**src/rtl/btn_pkg.sv**
```systemverilog
// Shared types and helpers for the push-button debouncer and its synchronizer.
package btn_pkg;

  typedef enum logic [1:0] {
    IDLE         = 2'd0,
    WAIT_PRESS   = 2'd1,
    PRESSED      = 2'd2,
    WAIT_RELEASE = 2'd3
  } btn_state_t;

  function automatic int cnt_width(input int a, input int b);
    return $clog2((a > b) ? a : b);
  endfunction

endpackage

```
**src/rtl/sync_2ff.sv**
```systemverilog
// Two-flop synchronizer for bringing a single asynchronous input into the clk domain.
module sync_2ff (
  input  logic clk,
  input  logic rst_n,
  input  logic d,
  output logic q
);

  logic s1_q;
  logic s2_q;

  always_ff @(posedge clk or negedge rst_n) begin
    if (!rst_n) begin
      s1_q <= 1'b0;
      s2_q <= 1'b0;
    end else begin
      s1_q <= d;
      s2_q <= s1_q;
    end
  end

  assign q = s2_q;

endmodule

```
**src/rtl/btn_debounce.sv**
```systemverilog
// Push-button debouncer: clean pressed level plus one-cycle press, release and
// auto-repeat pulses, all from one shared counter and registered outputs.
module btn_debounce
  import btn_pkg::*;
#(
  parameter int STABLE_CYCLES = 1_000_000,
  parameter int HOLD_CYCLES   = 50_000_000
) (
  input  logic clk,
  input  logic rst_n,
  input  logic btn_in,
  output logic level,
  output logic rise,
  output logic fall,
  output logic hold
);

  localparam int CNT_W = cnt_width(STABLE_CYCLES, HOLD_CYCLES);
  localparam logic [CNT_W-1:0] STABLE_LAST = CNT_W'(STABLE_CYCLES - 1);
  localparam logic [CNT_W-1:0] HOLD_LAST   = CNT_W'(HOLD_CYCLES - 1);

  logic             btnSync;
  btn_state_t       state_q;
  logic [CNT_W-1:0] cnt_q;
  logic             level_q;
  logic             rise_q;
  logic             fall_q;
  logic             hold_q;

  sync_2ff u_sync (
    .clk   (clk),
    .rst_n (rst_n),
    .d     (btn_in),
    .q     (btnSync)
  );

  // The counter is reloaded on every state change so each debounce window
  // and each hold period starts counting from zero.
  always_ff @(posedge clk or negedge rst_n) begin
    if (!rst_n) begin
      state_q <= IDLE;
      cnt_q   <= '0;
      level_q <= 1'b0;
      rise_q  <= 1'b0;
      fall_q  <= 1'b0;
      hold_q  <= 1'b0;
    end else begin
      rise_q <= 1'b0;
      fall_q <= 1'b0;
      hold_q <= 1'b0;
      case (state_q)
        IDLE: begin
          if (btnSync) begin
            state_q <= WAIT_PRESS;
            cnt_q   <= '0;
          end
        end
        WAIT_PRESS: begin
          if (!btnSync) begin
            state_q <= IDLE;
            cnt_q   <= '0;
          end else if (cnt_q == STABLE_LAST) begin
            state_q <= PRESSED;
            level_q <= 1'b1;
            rise_q  <= 1'b1;
            cnt_q   <= '0;
          end else begin
            cnt_q <= cnt_q + CNT_W'(1);
          end
        end
        PRESSED: begin
          if (!btnSync) begin
            state_q <= WAIT_RELEASE;
            cnt_q   <= '0;
          end else if (cnt_q == HOLD_LAST) begin
            hold_q <= 1'b1;
            cnt_q  <= '0;
          end else begin
            cnt_q <= cnt_q + CNT_W'(1);
          end
        end
        WAIT_RELEASE: begin
          // A release glitch drops back to PRESSED with a fresh hold period.
          if (btnSync) begin
            state_q <= PRESSED;
            cnt_q   <= '0;
          end else if (cnt_q == STABLE_LAST) begin
            state_q <= IDLE;
            level_q <= 1'b0;
            fall_q  <= 1'b1;
            cnt_q   <= '0;
          end else begin
            cnt_q <= cnt_q + CNT_W'(1);
          end
        end
        default: begin
          state_q <= IDLE;
          cnt_q   <= '0;
        end
      endcase
    end
  end

  assign level = level_q;
  assign rise  = rise_q;
  assign fall  = fall_q;
  assign hold  = hold_q;

endmodule

```
**config.mk**
```make
export PLATFORM = sky130hd
export DESIGN_NAME = btn_debounce
export DESIGN_NICKNAME = d
export VERILOG_FILES = /design/src/rtl/btn_pkg.sv /design/src/rtl/sync_2ff.sv /design/src/rtl/btn_debounce.sv
export SDC_FILE = /design/constraint.sdc
export NUM_CORES = 1
export LEC_CHECK = 0
export BUFFER_PORTS_ARGS = -buffer_cell sky130_fd_sc_hd__clkbuf_2
export CAP_MARGIN = 20
export CORE_UTILIZATION = 65
export CTS_CLUSTER_DIAMETER = 40
export DETAILED_ROUTE_END_ITERATION = 8
export GPL_TIMING_DRIVEN = 0
export PLACE_DENSITY_LB_ADDON = 0.15
export SLEW_MARGIN = 20
export SYNTH_ARGS = -nofsm -noshare
export SYNTH_HDL_FRONTEND = slang
export SYNTH_SLANG_ARGS = --single-unit
```
**constraint.sdc**
```tcl
create_clock -name clk -period 8.3 [get_ports clk]
set_clock_uncertainty 0.15 [all_clocks]
set_input_delay 1.66 -clock clk [delete_from_list [all_inputs] [get_ports clk]]
set_output_delay 1.66 -clock clk [all_outputs]
set_load 0.03 [all_outputs]
```
==> impl_results.md, run 1 <==
- Run status: completed
- Count of input and output buffers: 6
- Hold Violations, Final: 0
- WP data arrival: ~3100 ps
- Final-layout fill cell count: roughly 170
- Die H: about 55 µm
- Count of H-tree levels built during CTS: 2
- Total Die Area: between 3000 and 4000 µm²
- Worst hold path type: reg2reg
- Parity-gate share of the synthesized area counting xor and xnor cells: less than 1%
- Number of antenna violations at the first check in global routing: 0
- First-pass GRT wire length: slightly above 7000 µm
- Leakage component of the power: roughly 0.84 nW
- Final global-route overflow total: 0
- Number of setup buffers added after CTS: 0
- Routing usage on met2: 57.2%
- Fraction of synthesized area in multiplexers: less than 1%
- Largest family of logic cells by synthesized area: simple AND/OR/NAND/NOR gates
- Worst-skew pair later-pin latency: roughly 340 ps
- CTS Root Cell: sky130_fd_sc_hd__clkbuf_4
- Cell with the largest stage delay on the worst path: sky130_fd_sc_hd__o311ai_2
- Die X-Extent: 55.1 µm
- Met3 track demand over resource in global routing: under 10%
- Vias in the first global route: between 1500 and 2000
- Commonest non-fill, non-tap cells in the layout: 34 x sky130_fd_sc_hd__dfrtp_1, 22 x sky130_fd_sc_hd__nand2_1, 17 x sky130_fd_sc_hd__a21oi_1, 15 x sky130_fd_sc_hd__nor2_1, 15 x sky130_fd_sc_hd__a31oi_1
- ANT cells: 0
- Adder-cell share of the synthesized area: less than 1%
- Number of max-slew violations in the final report: 0
- Post-layout net count: 219
- Sequential cell area: about 850 µm²
- Number of synthesized register bits: 34
- Number of DRC markers after the initial detailed-route iteration: approximately 110
- RSZ-0062 raised after global routing: no
- Layout area overhead: 7.23%
- Top-level port count: 7
- Max clock buf depth: 2
- Critical Setup Path Class: reg2reg
- Share of async-settable or async-resettable flops after synthesis: between 90% and 100%
- CP max FO: 10
- Starting density of the core: roughly 71%
- Seq/Total Area, Yosys: between 40% and 50%
- Slew of the pin with the lowest slew margin: approximately 820 ps
- Area of the core region: between 2000 and 3000 µm²
- Ratio of final minimum period to clock period: approximately 37%
- Fin Setup TNS: 0 ps
- Number of detailed-route iterations in the first pass: 6
- Std cell rows: 18
- Post-synthesis compound-gate area fraction: between 20% and 30%
- Total length of routed wires: 4500 µm
- Worst VDD drop: between 0.2 and 0.25 mV
- CP Launch Type: flop
- Power density over cell area: 156 nW/µm²
- Number of synthesized flops with an enable pin: 0
- Routability congestion estimate from global placement: 0.906
- Overall Power: approximately 0.3 mW
- Most common cell after layout, fill and taps aside: sky130_fd_sc_hd__dfrtp_1
- Most used routing layer in global routing: met2
- Nature of the critical path endpoint: flop
- Simple-Gate Fraction of Synth Area: about a quarter
- Number of clock sinks seen by CTS: 34
- Detail Placement HPWL: between 3000 and 4000 µm
- Routed Antenna Nets: 0
- Average wire length per cell after detail routing: 18.3 µm
- Total standard cell area after synthesis: around 1800 µm²
- Pin count of the biggest net entering global routing: 35
- Delay of the slowest critical-path stage: ~560 ps
- Most frequent cell on the critical path: sky130_fd_sc_hd__a21o_1
- Number of maximum-capacitance violations: 0
- Maximum clock rate: about 330 MHz
- Leading register cell type out of synthesis: sky130_fd_sc_hd__dfrtp_1
- Cts repair resizes: 0
- Ordered list of cells on the worst path: or4_1, or4_4, o311ai_2, nand2_2, buf_2, a21o_1, a21o_1
- Synth unique cells: 45
- Via count of the routed design: 1700
- DR vias/cell: 6.91
- Hold buffer count at CTS: 0
- Number of CTS-inserted buffers: 5
- Final period demand of the worst path: 3050 ps
- Fraction of met1 tracks used by global routing: a little over two fifths
- Multi-input combinational cell area: a little over 900 µm²
- Number of instances in the synthesized netlist: 202
- Average cell area after synthesis: just over 9 µm²
- Worst slew margin relative to its limit: around 45%
- Share of cells above drive strength 1: roughly 11%
- Clock transition at the registers of the reported paths: roughly 110 ps
- Overall fraction of global-route tracks in use: about 34%
- Clock tree from TritonCTS: done
- Data required time of the worst path: ~8400 ps
- Final setup violation count: 0
- Syn_nets: 206
- Synth Warn #: 0
- Remaining DRCs: 0
==> final cells by class <==
type | instances | area share [%]
buffer | 9 | 2.10
clock inverter | 1 | 0.254
multi-input combinational | 154 | 47.2
clock buffer | 7 | 2.80
timing repair buffer | 6 | 1.53
tap | 30 | 1.91
inverter | 5 | 0.954
sequential | 34 | 43.3
==> worst paths after layout <==
| kind | startpoint | slack [ps] | end | cells past startpoint |
|---|---|---|---|---|
| setup reg to reg | cnt_q[10]$_DFFE_PN0P_ | 5250 | cnt_q[8]$_DFFE_PN0P_ | 7 |
| setup / recovery | cnt_q[10]$_DFFE_PN0P_ | 5250 | cnt_q[8]$_DFFE_PN0P_ | 7 |
| hold reg to reg | u_sync.s1_q$_DFF_PN0_ | 230 | u_sync.q$_DFF_PN0_ | 0 |
| hold / removal | u_sync.s1_q$_DFF_PN0_ | 230 | u_sync.q$_DFF_PN0_ | 0 |
| min in group asynchronous | rst_n | 1250 | cnt_q[25]$_DFFE_PN0P_ | 1 |
| max in group asynchronous | rst_n | 6230 | cnt_q[2]$_DFFE_PN0P_ | 1 |
==> critical path: cells and delay by family (launching register included) <==
kind,cells,cell delay [ps]
DFF,1,470
buffers and inverters,1,240
AOI/OAI and AO/OA,3,910
and+or+nand+nor,3,1160
==> synth_stat cells (2+ instances only) <==
master	n	area, µm²
sky130_fd_sc_hd__nor2_1	15	56.3
sky130_fd_sc_hd__and4_1	2	17.5
sky130_fd_sc_hd__or3_1	6	37.5
sky130_fd_sc_hd__o21ai_0	6	30.0
sky130_fd_sc_hd__a31oi_1	15	93.8
sky130_fd_sc_hd__nand3_1	9	45.0
sky130_fd_sc_hd__a21oi_1	17	85.1
sky130_fd_sc_hd__nand2_1	22	82.6
sky130_fd_sc_hd__nand4_1	4	25.0
sky130_fd_sc_hd__and3_1	6	37.5
sky130_fd_sc_hd__or4_1	3	22.5
sky130_fd_sc_hd__o21a_1	2	15.0
sky130_fd_sc_hd__nor4b_1	3	26.3
sky130_fd_sc_hd__dfrtp_1	34	851
sky130_fd_sc_hd__inv_1	5	18.8
sky130_fd_sc_hd__a21o_1	3	22.5
sky130_fd_sc_hd__o31ai_1	2	15.0
sky130_fd_sc_hd__nand2b_1	3	18.8
sky130_fd_sc_hd__or2_2	2	12.5
sky130_fd_sc_hd__a22o_1	2	17.5
sky130_fd_sc_hd__nor3_1	6	30.0
sky130_fd_sc_hd__o21ai_1	3	15.0
sky130_fd_sc_hd__nor2b_1	2	12.5
sky130_fd_sc_hd__buf_2	3	15.0
sky130_fd_sc_hd__clkbuf_1	5	18.8
sky130_fd_sc_hd__and2_1	3	18.8
==> metal layers <==
layer  part of all wire, %  wire length (µm)
met1                    42              1910
met2                    48              2150
met3                   7.3               327
met4                   2.5               111
met5                     0                 0
==> power breakdown <==
| part | leakage [nW] | total (mW) | internal (mW) | switching [mW] |
|---|---|---|---|---|
| registers | 0.465 | 0.183 | 0.173 | 0.00954 |
| clock network | 0.0353 | 0.0954 | 0.0410 | 0.0544 |
| logic | 0.338 | 0.0283 | 0.0104 | 0.0178 |
| total | 0.839 | 0.306 | 0.225 | 0.0818 |
==> flip-flops by register name, summed over array words and instances (netlist names), named ones only <==
name	count
cnt_q	26
fall	1
hold	1
level	1
rise	1
state_q	1
u_sync.q	1
u_sync.s1_q	1
==> cell families (layout without fill, tap and decap cells) <==
group                    count (synthesis)  after routing
buffers and inverters                   14             28
flip-flops                              34             34
multiplexers                             1              1
XOR/XNOR                                 2              2
AO/OA/AOI/OAI                           59             59
AND/OR/NAND/NOR                         91             91
adder cells (fa/ha/maj)                  1              1
==> per-stage QoR <==
| step | hold WS [ps] | utilization (%) | cell area, µm² | instances | worst slack [ps] |
|---|---|---|---|---|---|
| 2_1_floorplan | 181 | - | 1830 | 202 | 5630 |
| 3_3_place_gp | 189 | 74.1 | 1900 | 238 | 5380 |
| 3_5_place_dp | 210 | 74.3 | 1910 | 238 | 5300 |
| 4_1_cts | 232 | 76.6 | 1970 | 246 | 5270 |
| 5_1_grt | 238 | 76.6 | 1970 | 246 | 5150 |
| 6_report | 227 | 76.6 | 1970 | 246 | 5250 |
Note: power is estimated with default switching activity, not from simulation.
==> run 2, diff against run 1 <==
Settings changed: CORE_UTILIZATION 65 to 60.
Clock period 8.3 ns to 2.89 ns, I/O delays scaled along.
==> impl_results.md, run 2 (synthesis gave the netlist of run 1 again) <==
- Run status: completed
- Worst VDD drop: 0.250 mV (+12%)
- Vias in the first global route: 1482 (-4.7%)
- Number of flip-flops under the largest register name: 26 (unchanged)
- Routed Antenna Nets: 0 (unchanged)
- Count of input and output buffers: 6 (unchanged)
- ANT cells: 0 (unchanged)
- Critical Setup Path Class: reg2reg
- Number of maximum-capacitance violations: 0 (unchanged)
- Worst slew margin relative to its limit: 45.6% (+0.32 points)
- Top register by number of flip-flops: cnt_q
- Delay of the slowest critical-path stage: 520 ps (-40 ps)
- CP Launch Type: flop
- Hold Violations, Final: 0 (unchanged)
- Area of the core region: 2830 µm² (+10%)
- Post-route standard cell area excluding fillers: 2010 µm² (+2.3%)
- Ratio of final minimum period to clock period: 98.1% (+61 points)
- Remaining DRCs: 0 (unchanged)
- Share of the core filled with cells in the final layout: 71.1% (-5.5 points)
- Clock transition at the registers of the reported paths: 100 ps (about the same)
- Total length of routed wires: 4610 µm (+2.3%)
- Average wire length per cell after detail routing: 18.4 µm (+0.70%)
- Clock tree from TritonCTS: done
- Top-level port count: 7 (unchanged)
- Fin Setup TNS: 0 ps (unchanged)
- Share of cells above drive strength 1: 13.7% (+2.6 points)
- Number of DRC markers after the initial detailed-route iteration: 174 (+66%)
- Number of clock sinks seen by CTS: 34 (unchanged)
- Slew of the pin with the lowest slew margin: 815 ps (-4.86 ps)
- Final-layout fill cell count: 232 (+36%)
- Number of detailed-route iterations in the first pass: 5 (-1)
- Placed cell areas: 1910 µm² (about the same)
- Final setup violation count: 0 (unchanged)
- Final worst slack: 55.1 ps (-5200 ps)
- Starting density of the core: 64.8% (-6.6 points)
- Leakage component of the power: 0.863 nW (+2.8%)
- Final standard cell count with taps included and fillers excluded: 250 (+1.6%)
- Hold buffer count at CTS: 0 (unchanged)
- Die X-Extent: 57.3 µm (+3.9%)
- Nature of the critical path endpoint: flop
- CP max FO: 10 (unchanged)
- Ordered list of cells on the worst path: or4_1, or4_4, o311ai_4, nand2_2, buf_2, a21oi_1, a31oi_1
- Most common cell after layout, fill and taps aside: sky130_fd_sc_hd__dfrtp_1
- CTS Root Cell: sky130_fd_sc_hd__clkbuf_4
- Dpl cells: 239 (+0.42%)
- Worst hold path type: in2async
- Worst slack after detailed placement: -126 ps (-5430 ps)
- RSZ-0062 raised after global routing: yes
- Final global-route overflow total: 0 (unchanged)
- Power density over cell area: 426 nW/µm² (+170%)
- Commonest non-fill, non-tap cells in the layout: 32 x sky130_fd_sc_hd__dfrtp_1, 22 x sky130_fd_sc_hd__nand2_1, 17 x sky130_fd_sc_hd__a21oi_1, 15 x sky130_fd_sc_hd__nor2_1, 15 x sky130_fd_sc_hd__a31oi_1
- First-pass GRT wire length: 7200 µm (+0.47%)
- Total Die Area: 3280 µm² (+8.0%)
- DR vias/cell: 6.78 (-1.9%)
- Std cell rows: 19 (+1)
- Detail Placement HPWL: 3060 µm (-3.2%)
- Cell with the largest stage delay on the worst path: sky130_fd_sc_hd__or4_1
- Number of max-slew violations in the final report: 0 (unchanged)
- Count of H-tree levels built during CTS: 2 (unchanged)
- Data required time of the worst path: 2940 ps (-5440 ps)
- Via count of the routed design: 1695 (-0.29%)
- Post-layout net count: 223 (+1.8%)
- Number of CTS-inserted buffers: 5 (unchanged)
- Routability congestion estimate from global placement: 0.973 (+7.4%)
- Die H: 57.3 µm (+3.9%)
- Overall fraction of global-route tracks in use: 30.0% (-4.1 points)
- Max clock buf depth: 2 (unchanged)
- WP data arrival: 2890 ps (-240 ps)
- Pin count of the biggest net entering global routing: 35 (unchanged)
- Final period demand of the worst path: 2830 ps (-215 ps)
- Worst-skew pair later-pin latency: 340 ps (about the same)
- Layout area overhead: 9.69%
- Maximum clock rate: 353 MHz (+7.6%)
- Number of antenna violations at the first check in global routing: 0 (unchanged)
## run 2: cell count changes in the layout (fill, tap and decap cells not counted), moves of 2 or more
cell | before | now
sky130_fd_sc_hd__buf_4 | 1 | 6
sky130_fd_sc_hd__buf_2 | 3 | 1
sky130_fd_sc_hd__dfrtp_1 | 34 | 32
sky130_fd_sc_hd__dfrtp_2 | 0 | 2
## run 2: final timing paths
check	start	end	slack (ps)	depth (start not counted)
worst min-delay path	rst_n	fall$_DFF_PN0_	160	1
max in group asynchronous	rst_n	cnt_q[11]$_DFFE_PN0P_	1880	1
worst max-delay path	cnt_q[11]$_DFFE_PN0P_	cnt_q[2]$_DFFE_PN0P_	60	7
worst min register to register	u_sync.s1_q$_DFF_PN0_	u_sync.q$_DFF_PN0_	210	0
worst max register to register	cnt_q[11]$_DFFE_PN0P_	cnt_q[2]$_DFFE_PN0P_	60	7
min in group clk	btn_in	u_sync.s1_q$_DFF_PN0_	190	1
## run 2: layout make-up
cell class                 count  area [µm²]  share of cell area, %
buffer                         8        42.5                   2.11
clock buffer                   7        45.0                   2.24
inverter                       5        18.8                  0.933
multi-input combinational    154         946                   47.0
sequential                    34         853                   42.4
tap                           31        38.8                   1.93
timing repair buffer          11        67.6                   3.36
## run 2: power by group
group / internal (mW) / switching (mW) / leakage (nW) / total, mW
clock network: 0.0916 / 0.152 / 0.0254 / 0.244
registers: 0.497 / 0.0289 / 0.462 / 0.526
logic: 0.0341 / 0.0523 / 0.376 / 0.0864
total: 0.623 / 0.233 / 0.863 / 0.856
## run 2: critical path, delay by kind of cell (launching register included)
kind            cells  cell delay (ps)
buf+inv             1              230
compound gates      3              680
flops               1              450
simple gates        3             1170
## run 2: what timing repair did
action | 4_1_cts | 5_1_grt
endpoints found under the setup margin | 24 | 12
setup buffers | 0 | 5
resized for setup | 1 | 9
pin swaps | 2 | 2
## run 2: metal layers
| metal | part of all wire (%) | GRT usage, % | wire length [µm] |
|---|---|---|---|
| met1 | 43 | 43.8 | 2000 |
| met3 | 8.8 | 5.90 | 405 |
| met4 | 1.8 | 14.3 | 81 |
| met5 | 0 | 0 | 0 |
| met2 | 46 | 43.4 | 2120 |
## run 2: stage by stage
step | total power [mW] | hold slack [ps]
2_1_floorplan | 0.579 | 132
3_3_place_gp | 0.605 | 182
3_5_place_dp | 0.614 | 195
4_1_cts | 0.855 | 183
5_1_grt | 0.889 | 177
6_report | 0.856 | 161
